## src/rtl/symbol_fetch_if.sv

```systemverilog
// Command-buffer read port plus committed-attribute outputs of the symbol fetch stage.
interface symbol_fetch_if #(
  parameter int PROG_BITS = 48,
  parameter int NUM_SYM   = 2,
  parameter int RADDR_W   = 2
);
  logic                         prog_re;
  logic [RADDR_W-1:0]           prog_raddr;
  logic [PROG_BITS-1:0]         prog_rdata;
  logic [NUM_SYM-1:0]           valid_idx;
  logic [NUM_SYM*PROG_BITS-1:0] sym_attr;
  logic [NUM_SYM-1:0]           sym_valid;
  logic                         frame_ready;

  modport master (
    output prog_re, prog_raddr, sym_attr, sym_valid, frame_ready,
    input  prog_rdata, valid_idx
  );
  modport slave (
    input  prog_re, prog_raddr, sym_attr, sym_valid, frame_ready,
    output prog_rdata, valid_idx
  );
endinterface

```

## src/rtl/symbol_fetch.sv

```systemverilog
// Frame-synchronous symbol attribute fetch: stage all IDs, then commit atomically.
// Optional macro SYMFETCH_HOLD_INVALID_EN: uninitialized IDs keep their previous commit.

module symbol_fetch_lane #(
  parameter int PROG_BITS = 48
) (
  input  logic                 i_clk,
  input  logic                 rst_pix,
  input  logic                 cap,
  input  logic                 commit,
  input  logic [PROG_BITS-1:0] rdata,
  input  logic                 vld,
  output logic [PROG_BITS-1:0] attr,
  output logic                 valid
);
  logic [PROG_BITS-1:0] stage;
  logic                 stage_v;

  always_ff @(posedge i_clk) begin
    if (rst_pix) begin
      stage   <= '0;
      stage_v <= 1'b0;
      attr    <= '0;
      valid   <= 1'b0;
    end else begin
      if (cap) begin
        stage   <= vld ? rdata : '0;
        stage_v <= vld;
      end
      if (commit) begin
`ifdef SYMFETCH_HOLD_INVALID_EN
        if (stage_v) begin
          attr  <= stage;
          valid <= 1'b1;
        end
`else
        attr  <= stage;
        valid <= stage_v;
`endif
      end
    end
  end
endmodule

module symbol_fetch #(
  parameter int PROG_BITS = 48,
  parameter int NUM_SYM   = 2,
  parameter int RADDR_W   = 2
) (
  input  logic           i_clk,
  input  logic           rst_pix,
  input  logic           n_vsync,
  input  logic           is_sym_mode,
  output logic           busy,
  symbol_fetch_if.master bus
);
  typedef enum logic [1:0] {IDLE, READ, WAIT, COMMIT} state_t;

  localparam logic [RADDR_W-1:0] LAST = RADDR_W'(NUM_SYM - 1);

  state_t                             state;
  logic                               vs_q;
  logic [RADDR_W-1:0]                 idx;
  logic                               re_q;
  logic [RADDR_W-1:0]                 raddr_q;
  logic                               fr_q;
  logic [NUM_SYM-1:0]                 cap;
  logic [NUM_SYM-1:0][PROG_BITS-1:0]  attr_q;
  logic [NUM_SYM-1:0]                 vld_q;

  always_ff @(posedge i_clk) begin
    if (rst_pix) begin
      state   <= IDLE;
      vs_q    <= 1'b1;
      idx     <= '0;
      re_q    <= 1'b0;
      raddr_q <= '0;
      busy    <= 1'b0;
      fr_q    <= 1'b0;
    end else begin
      vs_q <= n_vsync;
      fr_q <= 1'b0;
      case (state)
        IDLE: if (vs_q && !n_vsync && is_sym_mode) begin
          state   <= READ;
          idx     <= '0;
          re_q    <= 1'b1;
          raddr_q <= '0;
          busy    <= 1'b1;
        end
        READ: begin
          re_q <= 1'b0;
          if (!is_sym_mode) begin
            state <= IDLE;
            busy  <= 1'b0;
          end else begin
            state <= WAIT;
          end
        end
        WAIT: begin
          // Losing symbol mode mid-fetch drops the staged frame entirely.
          if (!is_sym_mode) begin
            state <= IDLE;
            busy  <= 1'b0;
          end else if (idx == LAST) begin
            state <= COMMIT;
          end else begin
            idx     <= idx + RADDR_W'(1);
            raddr_q <= idx + RADDR_W'(1);
            re_q    <= 1'b1;
            state   <= READ;
          end
        end
        COMMIT: begin
          state <= IDLE;
          busy  <= 1'b0;
          fr_q  <= 1'b1;
        end
        default: state <= IDLE;
      endcase
    end
  end

  for (genvar i = 0; i < NUM_SYM; i++) begin : g_lane
    assign cap[i] = (state == WAIT) && is_sym_mode && (idx == RADDR_W'(i));
    symbol_fetch_lane #(.PROG_BITS(PROG_BITS)) u_lane (
      .i_clk  (i_clk),
      .rst_pix(rst_pix),
      .cap    (cap[i]),
      .commit (state == COMMIT),
      .rdata  (bus.prog_rdata),
      .vld    (bus.valid_idx[i]),
      .attr   (attr_q[i]),
      .valid  (vld_q[i])
    );
  end

  assign bus.prog_re     = re_q;
  assign bus.prog_raddr  = raddr_q;
  assign bus.sym_attr    = attr_q;
  assign bus.sym_valid   = vld_q;
  assign bus.frame_ready = fr_q;
endmodule

```

## src/flat_wrapper.sv

```systemverilog
// flat-port wrapper written by rule: the top's interface ports become plain ports
module symbol_fetch_flat 
#(
  parameter int PROG_BITS = 48,
  parameter int NUM_SYM   = 2,
  parameter int RADDR_W   = 2
)
  (i_clk, rst_pix, n_vsync, is_sym_mode, busy, bus_prog_re, bus_prog_raddr, bus_sym_attr, bus_sym_valid, bus_frame_ready, bus_prog_rdata, bus_valid_idx);
  symbol_fetch_if #(.PROG_BITS(PROG_BITS), .NUM_SYM(NUM_SYM), .RADDR_W(RADDR_W)) bus_i ();
  input  logic i_clk;
  input  logic rst_pix;
  input  logic n_vsync;
  input  logic is_sym_mode;
  output logic busy;
  output wire logic [$bits(bus_i.prog_re)-1:0] bus_prog_re;
  output wire logic [$bits(bus_i.prog_raddr)-1:0] bus_prog_raddr;
  output wire logic [$bits(bus_i.sym_attr)-1:0] bus_sym_attr;
  output wire logic [$bits(bus_i.sym_valid)-1:0] bus_sym_valid;
  output wire logic [$bits(bus_i.frame_ready)-1:0] bus_frame_ready;
  input wire logic [$bits(bus_i.prog_rdata)-1:0] bus_prog_rdata;
  input wire logic [$bits(bus_i.valid_idx)-1:0] bus_valid_idx;
  assign bus_prog_re = bus_i.prog_re;
  assign bus_prog_raddr = bus_i.prog_raddr;
  assign bus_sym_attr = bus_i.sym_attr;
  assign bus_sym_valid = bus_i.sym_valid;
  assign bus_frame_ready = bus_i.frame_ready;
  assign bus_i.prog_rdata = bus_prog_rdata;
  assign bus_i.valid_idx = bus_valid_idx;
  symbol_fetch #(.PROG_BITS(PROG_BITS), .NUM_SYM(NUM_SYM), .RADDR_W(RADDR_W)) u_core (.i_clk(i_clk), .rst_pix(rst_pix), .n_vsync(n_vsync), .is_sym_mode(is_sym_mode), .busy(busy), .bus(bus_i));
endmodule
```

## config.mk

```make
export PLATFORM = sky130hd
export DESIGN_NAME = symbol_fetch_flat
export DESIGN_NICKNAME = d
export VERILOG_FILES = /design/src/rtl/symbol_fetch_if.sv /design/src/rtl/symbol_fetch.sv /design/src/flat_wrapper.sv
export SDC_FILE = /design/constraint.sdc
export NUM_CORES = 1
export LEC_CHECK = 0
export CAP_MARGIN = 5
export CORE_UTILIZATION = 46
export CTS_BUF_LIST = sky130_fd_sc_hd__clkbuf_16
export CTS_CLUSTER_DIAMETER = 100
export DETAILED_ROUTE_END_ITERATION = 8
export PLACE_DENSITY = 0.76
export SLEW_MARGIN = 0
export SYNTH_ARGS = -nofsm -noshare
export SYNTH_HDL_FRONTEND = slang
export SYNTH_SLANG_ARGS = --single-unit
export TNS_END_PERCENT = 50
```

## constraint.sdc

```tcl
create_clock -name i_clk -period 1.5 [get_ports i_clk]
set_clock_uncertainty 0.1 [all_clocks]
set_input_delay 0.225 -clock i_clk [delete_from_list [all_inputs] [get_ports i_clk]]
set_output_delay 0.225 -clock i_clk [all_outputs]
set_load 0.02 [all_outputs]
```

==> metrics, run 1 <==
outcome finished with violations; violated checks negative setup slack; CTS buffer count 21; #FFs+latches synth 204; r2r startpoint u_core.idx[0]; RSZ-0062 raised after global routing true; CP startpoint kind flop; FF-to-FF End u_core.g_lane[0].u_lane.stage[7]; CP Capture Type flop; Synthesized Nets 869; post-synth top area share 0.547; Cells after Synth 807; Clk pin slew, worst setup/hold paths 0.06 ns; CP Data Arrival Time 1.85 ns; worst-path cell chain inv_1 > ha_2 > and3_4 > buf_12 > nand3_1 > a21oi_2; Synth Warn # 0; Final Non-Filler Cells 1191; vias in the first global route 5776; number of remaining DRC errors 0; grt total ovfl 0; hold depth 4; post-detail-place hpwl 11.7 mm; total power 0.0115 W; worst-margin pin slew 0.268 ns; Initial Util 0.470; Worst IR Drop VDD 0.731 mV; Port Buffers 156; routed wire length 19.3 mm; initial antenna violation count 0; largest family of logic cells by synthesized area simple AND/OR/NAND/NOR gates; DR vias 6197; Inst Count DP 1146; DR pass1 iterations 5; layout cell share with drive strength beyond 1 0.172; Slowest cell on crit path dfxtp_4; Slew Viols, Final 0; Seq/Total Area, Yosys 0.547; Hold Path Class primary input to flop; CP Class flop to flop; post-route setup slack -0.0357 ns; CP max FO 24; min Tclk post-route 1.54 ns; hold_sp bus_valid_idx[1]; final worst-path cycle share 1.02; max-cap viol count 0; Num Clock Sinks 204; CTS tree done; P_leak 3.62 nW; ys flop type dfxtp_1; hold path endpoint u_core.g_lane[1].u_lane.stage[13]; Worst EP required 1.82 ns; global-route wire length before repair 29.2 mm; Nets 1023; delay of the slowest cell on the worst path 0.36 ns; Core Area 0.0159 mm²; insertion delay to the later sink of the worst-skew pair 0.49 ns; Synth Area in Simple Gates 0.176; Area Overhead vs Synth 37.2%; Post-DP Area 0.00943 mm²; ys async rst share 0; Die H 129 µm; area of the mapped netlist 0.00747 mm²; drt via density 5.20; die area 0.0168 mm²; most frequent cell after synthesis dfxtp_1; Synth Area per Inst 9.26 µm²; Area contributors post-synth dfxtp_1, mux2i_1, a21oi_1; post-route cell area 0.0103 mm²; Post-synth top cells dfxtp_1, a21oi_1, nand2_1, nor2_1; post-synthesis compound-gate area fraction 0.0775; Reg2Reg Depth 6; Setup crit start u_core.idx[0]; Slew HR 0.817; clock root buffer clkbuf_16; clock buffer depth 3; largest net degree at the start of global routing 50; register-to-register setup slack -0.04 ns; Crit path max-delay family flip-flops; multiplexer share of the synthesized area 0.134; ANT cells 0; Routability Congestion 0.757; I/O pin count 157; H-Tree Depth 1; cell taking the most area after synthesis dfxtp_1; buffers and inverters on the worst path 2; Synth cell types 28; average wire per standard cell 16.2 µm; Initial DRC Count 409; die width 129 µm; Fmax 651 MHz; Setup violations, final 1; synthesized-area fraction occupied by adder cells 0.0134; number of synthesized flops with an enable pin 0; ANT nets after route 0; Final Hold Fails 0; xor-xnor portion of the synthesized cell area 0; Total Routing Usage GR 0.219; # rows 46; Pwr per Cell Area 1120 mW/mm²
==> power by group <==
part	leakage, nW	switching [W]	internal [W]
sequential	1.65	0.0000133	0.00543
combinational	1.62	0.000315	0.000269
clock	0.358	0.00209	0.00340
total	3.62	0.00241	0.00910
==> layout by cell type, fill, tap and decap left out, types with 19 or more instances in the layout <==
master,count
mux2i_1,99
clkdlybuf4s15_1,45
nor2_1,101
nand3_1,96
dfxtp_1,200
a21oi_1,89
buf_4,19
nand2_1,101
clkdlybuf4s50_1,50
clkbuf_16,25
clkbuf_2,41
==> cell type report <==
| type | instances | area, µm² |
|---|---|---|
| clock buffer | 21 | 526 |
| clock inverter | 16 | 200 |
| fill | 1332 | 5630 |
| inverter | 6 | 25.0 |
| multi-input combinational | 528 | 3150 |
| sequential | 204 | 4100 |
| tap | 216 | 270 |
| timing repair buffer | 200 | 1990 |
==> tightest hold or removal path: stages <==
cell,delay (ns)
buf_2,0.11
buf_12,0.18
nand3_1,0.09
a21oi_1,0.06
==> sequential cells by signal, summed over array words and instances (netlist names) <==
signal	flops
u_core.g_lane.u_lane.attr	96
u_core.g_lane.u_lane.stage	96
u_core.g_lane.u_lane.stage_v	2
u_core.g_lane.u_lane.valid	2
u_core.idx	2
u_core.state	2
u_core.bus.frame_ready	1
u_core.bus.prog_re	1
u_core.busy	1
u_core.vs_q	1
==> cell families (layout without fill, tap and decap cells) <==
kind of cell,after synthesis,count (layout)
and+or+nand+nor,310,310
DFF,204,204
AOI/OAI and AO/OA,110,110
muxes,100,100
buffers and inverters,75,243
adders and majority gates,8,8
==> per-layer routing <==
layer  GRT usage  part of all wire
met4      0.0643             0.013
met1       0.296              0.45
met2       0.353              0.47
met3      0.0438             0.065
met5           0                 0
==> timing repair <==
action                                  CTS  global route
pin swaps                                 0             8
cloned                                    0             4
endpoints found under the setup margin  241           218
buffers inserted                          0             3
hold endpoints to repair                 19             0
hold buffers                              1             0
gates resized for setup                 171           127
==> through the flow <==
stage	hold WS (ns)	setup WS, ns	TNS (ns)	utilization
final	0.127	-0.0357	-0.0357	0.645
after global routing	0.141	-0.0841	-3.22	0.645
after CTS	0.112	-0.0216	-0.0216	0.638
after detailed placement	0.344	-0.321	-27.02	0.594
after global placement	0.338	-0.273	-23.44	0.594
after floorplan	0.232	-0.00786	-0.0705	-
==> how the worst max path moves through the flow <==
stage	endpoint	slack (ns)	depth (start not counted)
6_report	u_core.g_lane[0].u_lane.stage[7]	-0.04	6
4_1_cts	u_core.idx[0]	-0.02	6
2_1_floorplan	u_core.g_lane[1].u_lane.stage[42]	-0.008	8
3_3_place_gp	u_core.g_lane[1].u_lane.stage[13]	-0.27	6
3_5_place_dp	u_core.idx[0]	-0.32	5
5_1_grt	u_core.g_lane[0].u_lane.stage[7]	-0.08	6
No activity file was read; power rests on OpenSTA's default activity.
==> inputs of run 2 (changes only) <==
--- a/config.mk
+++ b/config.mk
@@ -9,6 +9,7 @@
 export CORE_UTILIZATION = 46
 export CTS_BUF_LIST = sky130_fd_sc_hd__clkbuf_16
 export CTS_CLUSTER_DIAMETER = 100
+export CTS_CLUSTER_SIZE = 16
 export DETAILED_ROUTE_END_ITERATION = 8
 export PLACE_DENSITY = 0.76
 export SLEW_MARGIN = 0
==> metrics, run 2 (same netlist as run 1, synthesis figures left out) <==
ANT cells 0 (unchanged); worst-margin pin slew 0.324 ns (+0.0569 ns); Comb pwr share 0.059 (+0.008); Initial DRC Count 410 (+0.24%); Initial Util 0.470 (unchanged); Top Registers u_core.g_lane.u_lane.attr: 96 flops, u_core.g_lane.u_lane.stage: 96 flops; worst-path cell chain inv_2 > ha_2 > and3_4 > buf_12 > clkbuf_16 > nand3_1 > a21oi_1; DR pass1 iterations 8 (+3); Worst EP required 1.80 ns (-0.02 ns); insertion delay to the later sink of the worst-skew pair 0.46 ns (-0.03 ns); CP Class flop to flop; global-route wire length before repair 28.8 mm (-1.6%); CP Data Arrival Time 1.84 ns (about the same); CP Capture Type flop; CTS tree done; die width 129 µm (unchanged); post-detail-place hpwl 11.7 mm (unchanged); number of remaining DRC errors 0 (unchanged); CP startpoint kind flop; drt via density 5.24 (+0.69%); Fmax 646 MHz (-0.77%); Net Sw Frac 0.215 (+0.00489); Worst IR Drop VDD 0.678 mV (-7.4%); clock root buffer clkbuf_16; Pint 0.00788 W (-13%); commonest cells after routing, fill and taps aside dfxtp_1, nand2_1, nor2_1; I/O pin count 157 (unchanged); min Tclk post-route 1.55 ns (+0.0119 ns); delay of the slowest cell on the worst path 0.36 ns (about the same); average wire per standard cell 16.5 µm (+1.6%); initial antenna violation count 0 (unchanged); Num Clock Sinks 204 (unchanged); most common cell after layout, fill and taps aside dfxtp_1; Routability Congestion 0.757 (unchanged); Hold Path Class primary input to flop; die area 0.0168 mm² (unchanged); # rows 46 (unchanged); Slowest cell on crit path dfxtp_4; Slew HR 0.783 (-0.0335); Pwr per Cell Area 986 mW/mm² (-12%); Nets 1024 (+0.098%); violated checks negative setup slack; routed wire length 19.4 mm (+0.69%); max-cap viol count 0 (unchanged); Core Area 0.0159 mm² (unchanged); post-route cell area 0.0102 mm² (-0.73%); final setup TNS -0.220 ns (-0.184 ns); NetSw 0.00215 W (-11%); CTS buffer count 16 (-24%); CP max FO 12 (-50%); P_leak 3.65 nW (+0.79%); Slew Viols, Final 0 (unchanged); outcome finished with violations; final worst-path cycle share 1.03 (+0.00791); Clock power frac 0.399 (-0.078); vias in the first global route 5674 (-1.8%); Area Overhead vs Synth 36.2%; post-route setup slack -0.0476 ns (-0.0119 ns); Sequential Power Share 0.542 (+0.069); clock buffer depth 3 (unchanged); Port Buffers 156 (unchanged); Total Routing Usage GR 0.213 (-0.00515); Final Hold Fails 0 (unchanged); H-Tree Depth 1 (unchanged); Post-DP Area 0.00943 mm² (unchanged); Setup violations, final 12 (+11); grt total ovfl 0 (unchanged); layout cell share with drive strength beyond 1 0.145 (-0.0271); RSZ-0062 raised after global routing true; Crit path max-delay family flip-flops; largest net degree at the start of global routing 50 (unchanged); buffers and inverters on the worst path 3 (+1); Clk pin slew, worst setup/hold paths 0.07 ns (about the same); ANT nets after route 0 (unchanged); DR vias 6182 (-0.24%); Die H 129 µm (unchanged)
-- run 2: cell count changes in the layout (fill, tap and decap cells not counted), sizes merged --
cell	before	now
bufinv	5	1
clkbuf	66	50
clkdlybuf4s15	54	47
clkinv	9	0
clkinvlp	1	0
dlygate4sd2	5	30
inv	7	8
-- run 2: area by class of cell --
cell class	count	area (µm²)
tap	216	270
fill	1353	5710
timing repair buffer	206	2150
clock inverter	3	37.5
inverter	6	25.0
clock buffer	17	425
sequential	204	4100
multi-input combinational	528	3170
-- run 2: timing repair --
action,4_1_cts,5_1_grt
gates cloned,0,7
resized for setup,129,123
pin swaps,0,16
setup buffers,0,6
hold buffers,1,0
endpoints found under the setup margin,252,237
hold endpoints to repair,17,0
-- run 2: power by group through the flow --
stage / clock network [W] / registers (W) / logic, W
after floorplan: 0 / 0.00558 / 0.000217
after global placement: 0 / 0.00556 / 0.000540
after detailed placement: 0 / 0.00556 / 0.000540
after CTS: 0.00409 / 0.00544 / 0.000541
after global routing: 0.00429 / 0.00544 / 0.000628
final: 0.00400 / 0.00544 / 0.000588
-- run 2: stage by stage --
| step | power, W | hold slack (ns) | worst slack (ns) | std cells | utilization |
|---|---|---|---|---|---|
| floorplan | 0.00579 | 0.232 | -0.00786 | 807 | - |
| global placement | 0.00610 | 0.338 | -0.273 | 1146 | 0.594 |
| detailed placement | 0.00610 | 0.344 | -0.321 | 1146 | 0.594 |
| CTS | 0.0101 | 0.135 | -0.0266 | 1167 | 0.618 |
| global route | 0.0104 | 0.157 | -0.104 | 1180 | 0.641 |
| finish | 0.0100 | 0.157 | -0.0476 | 1180 | 0.641 |
-- run 2: final timing paths --
path                                                        start                                 to  slack (ns)  cells past startpoint
worst max-delay path                                u_core.idx[0]  u_core.g_lane[0].u_lane.stage[26]       -0.05                      7
worst min-delay path                             bus_valid_idx[1]  u_core.g_lane[1].u_lane.stage[13]        0.16                      4
worst max register to register                      u_core.idx[0]  u_core.g_lane[0].u_lane.stage[26]       -0.05                      7
worst min register to register  u_core.g_lane[1].u_lane.stage[13]  u_core.g_lane[1].u_lane.stage[13]        0.35                      2
-- run 2: worst reg2reg max path, delay by kind of cell, from the launching register on --
kind            cells  cell delay [ns]
flops               1             0.36
buf+inv             3             0.34
simple gates        2             0.32
compound gates      1             0.17
fa+ha+maj           1             0.19
-- run 2: per-layer routing --
layer / routed length (µm) / global-route usage / up-vias
li1: - / - / 3022
met1: 8780 / 0.292 / 2944
met2: 9250 / 0.352 / 202
met3: 1220 / 0.0396 / 14
met4: 189 / 0.0438 / 0
met5: 0 / 0 / -
==> inputs of run 3 (changes only) <==
--- a/config.mk
+++ b/config.mk
@@ -6,6 +6,7 @@
 export NUM_CORES = 1
 export LEC_CHECK = 0
 export CAP_MARGIN = 5
+export CORE_MARGIN = 3
 export CORE_UTILIZATION = 46
 export CTS_BUF_LIST = sky130_fd_sc_hd__clkbuf_16
 export CTS_CLUSTER_DIAMETER = 100
==> metrics, run 3 (same netlist as run 1, synthesis figures left out) <==
Final Hold Fails 0 (unchanged); filler cell count 1251 (-7.5%); hold depth 3 (-1); Pint 0.00788 W (about the same); Top Registers u_core.g_lane.u_lane.attr: 96 flops, u_core.g_lane.u_lane.stage: 96 flops; outcome finished with violations; Initial Util 0.481 (+0.0105); ANT nets after route 0 (unchanged); average wire per standard cell 17.6 µm (+6.8%); Crit path max-delay family buffers and inverters; CP Class flop to flop; Final Non-Filler Cells 1187 (+0.59%); r2r startpoint u_core.state[0]; Comb pwr share 0.059 (about the same); routed wire length 20.9 mm (+7.5%); vias in the first global route 5755 (+1.4%); # rows 45 (-2.2%); Num Clock Sinks 204 (unchanged); CP Capture Type flop; CTS buffer count 16 (unchanged); min Tclk post-route 1.53 ns (-0.0213 ns); violated checks negative setup slack; DR vias 6336 (+2.5%); Inst Count DP 1141 (-0.44%); largest net degree at the start of global routing 50 (unchanged); Post-DP Area 0.00942 mm² (about the same); worst-path cell chain inv_4 > ha_4 > and3_4 > buf_12 > buf_12 > nand3_1 > a21oi_2; Setup violations, final 20 (+8); insertion delay to the later sink of the worst-skew pair 0.46 ns (about the same); number of remaining DRC errors 0 (unchanged); Sequential Power Share 0.543 (about the same); Routability Congestion 0.774 (+2.2%); Clock power frac 0.397 (-0.002); die area 0.0178 mm² (+6.3%); final worst-path cycle share 1.02 (-0.0142); Initial DRC Count 449 (+9.5%); grt total ovfl 0 (unchanged); layout cell share with drive strength beyond 1 0.177 (+0.0320); CP startpoint kind flop; hold_sp bus_valid_idx[0]; total power 0.0100 W (-0.20%); hold path endpoint u_core.g_lane[0].u_lane.stage[11]; Pwr per Cell Area 955 mW/mm² (-3.2%); Fmax 655 MHz (+1.4%); FF-to-FF End u_core.g_lane[0].u_lane.stage[26]; Slowest cell on crit path dfxtp_2; Reg area 0.00410 mm² (unchanged); CP Data Arrival Time 1.82 ns (-0.02 ns); clock root buffer clkbuf_16; Worst IR Drop VDD 0.850 mV (+25%); Reg2Reg Depth 7 (unchanged); Port Buffers 156 (unchanged); RSZ-0062 raised after global routing true; commonest cells after routing, fill and taps aside dfxtp_1, nand2_1, nor2_1; delay of the slowest cell on the worst path 0.34 ns (-0.02 ns); post-route setup slack -0.0262 ns (+0.0213 ns); most common cell after layout, fill and taps aside dfxtp_1; initial antenna violation count 0 (unchanged); Total Routing Usage GR 0.195 (-0.0187); max-cap viol count 0 (unchanged); drt via density 5.34 (+1.9%); Top cell by count, worst path buf_12; worst-margin pin slew 0.361 ns (+0.0365 ns); I/O pin count 157 (unchanged); NetSw 0.00213 W (-0.90%); Slew HR 0.759 (-0.0237); global-route wire length before repair 29.2 mm (+1.4%); post-route cell area 0.0105 mm² (+3.0%); CTS tree done; Nets 1037 (+1.3%); final setup TNS -0.236 ns (-0.0164 ns); post-detail-place hpwl 11.6 mm (-0.80%); Area Overhead vs Synth 40.4%; P_leak 3.79 nW (+4.0%); Slew Viols, Final 0 (unchanged); clock buffer depth 3 (unchanged); DR pass1 iterations 6 (-2); Hold Path Class primary input to flop; CP max FO 6 (-6); post-layout util 0.675 (+0.0342); H-Tree Depth 1 (unchanged); register-to-register setup slack -0.03 ns (+0.02 ns); die width 133 µm (+3.1%); Die H 133 µm (+3.1%); buffers and inverters on the worst path 3 (unchanged); ANT cells 0 (unchanged); Core Area 0.0155 mm² (-2.2%); Net Sw Frac 0.213 (-0.00150); area of the multi-input gates 0.00328 mm² (+3.3%); Clk pin slew, worst setup/hold paths 0.07 ns (about the same); Worst EP required 1.79 ns (about the same)
==> run 3: changes by cell type in the layout (fill, tap and decap cells not counted), sizes merged <==
cell / before / now
inv: 8 / 7
dlygate4sd3: 1 / 0
dlygate4sd2: 30 / 40
clkbuf: 50 / 55
and3: 2 / 3
clkdlybuf4s15: 47 / 38
buf: 45 / 52
==> run 3: what timing repair did <==
action,in CTS,in global routing
endpoints found under the setup margin,256,225
resized for setup,134,132
gates cloned,0,19
hold buffers,0,0
setup buffers,0,8
pin swaps,1,59
==> run 3: worst min-delay path: stages <==
cell	delay [ns]
buf_2	0.16
nand3_2	0.07
a21oi_1	0.05
==> run 3: metrics by stage <==
stage	setup slack [ns]	hold slack, ns
floorplan	-0.00786	0.232
global placement	-0.256	0.337
detailed placement	-0.275	0.344
CTS	-0.0560	0.00269
global route	-0.0858	0.00613
finish	-0.0262	0.00384
==> run 3: power groups by stage <==
stage          Sequential [W]  Clock [W]  Combinational (W)
6_report              0.00544    0.00398           0.000595
5_1_grt               0.00544    0.00426           0.000629
4_1_cts               0.00544    0.00405           0.000551
3_5_place_dp          0.00556          0           0.000536
3_3_place_gp          0.00556          0           0.000538
2_1_floorplan         0.00558          0           0.000217
==> run 3: how the worst max path moves through the flow <==
| stage | start | to | slack, ns | cells past startpoint |
|---|---|---|---|---|
| floorplan | u_core.state[0] | u_core.g_lane[1].u_lane.stage[42] | -0.008 | 8 |
| global placement | is_sym_mode | u_core.idx[0] | -0.26 | 6 |
| detailed placement | is_sym_mode | u_core.idx[0] | -0.28 | 6 |
| CTS | u_core.state[0] | u_core.g_lane[1].u_lane.stage[9] | -0.06 | 6 |
| global route | u_core.state[0] | u_core.idx[0] | -0.09 | 6 |
| finish | u_core.state[0] | u_core.g_lane[0].u_lane.stage[26] | -0.03 | 7 |
==> run 3: area by class of cell <==
class | instances | share of cell area
clock buffers | 17 | 0.0406
inverters | 6 | 0.00286
repair buffers | 218 | 0.225
clock inverters | 2 | 0.00322
flip-flops and latches | 204 | 0.391
multi-input cells | 529 | 0.312
well taps | 211 | 0.0252
==> run 3: per-layer routing <==
metal | up-vias | GRT usage | part of all wire
met5 | - | 0 | 0
met4 | 0 | 0.0469 | 0.018
met3 | 26 | 0.0397 | 0.073
met2 | 240 | 0.318 | 0.48
met1 | 3026 | 0.267 | 0.43
li1 | 3044 | - | -
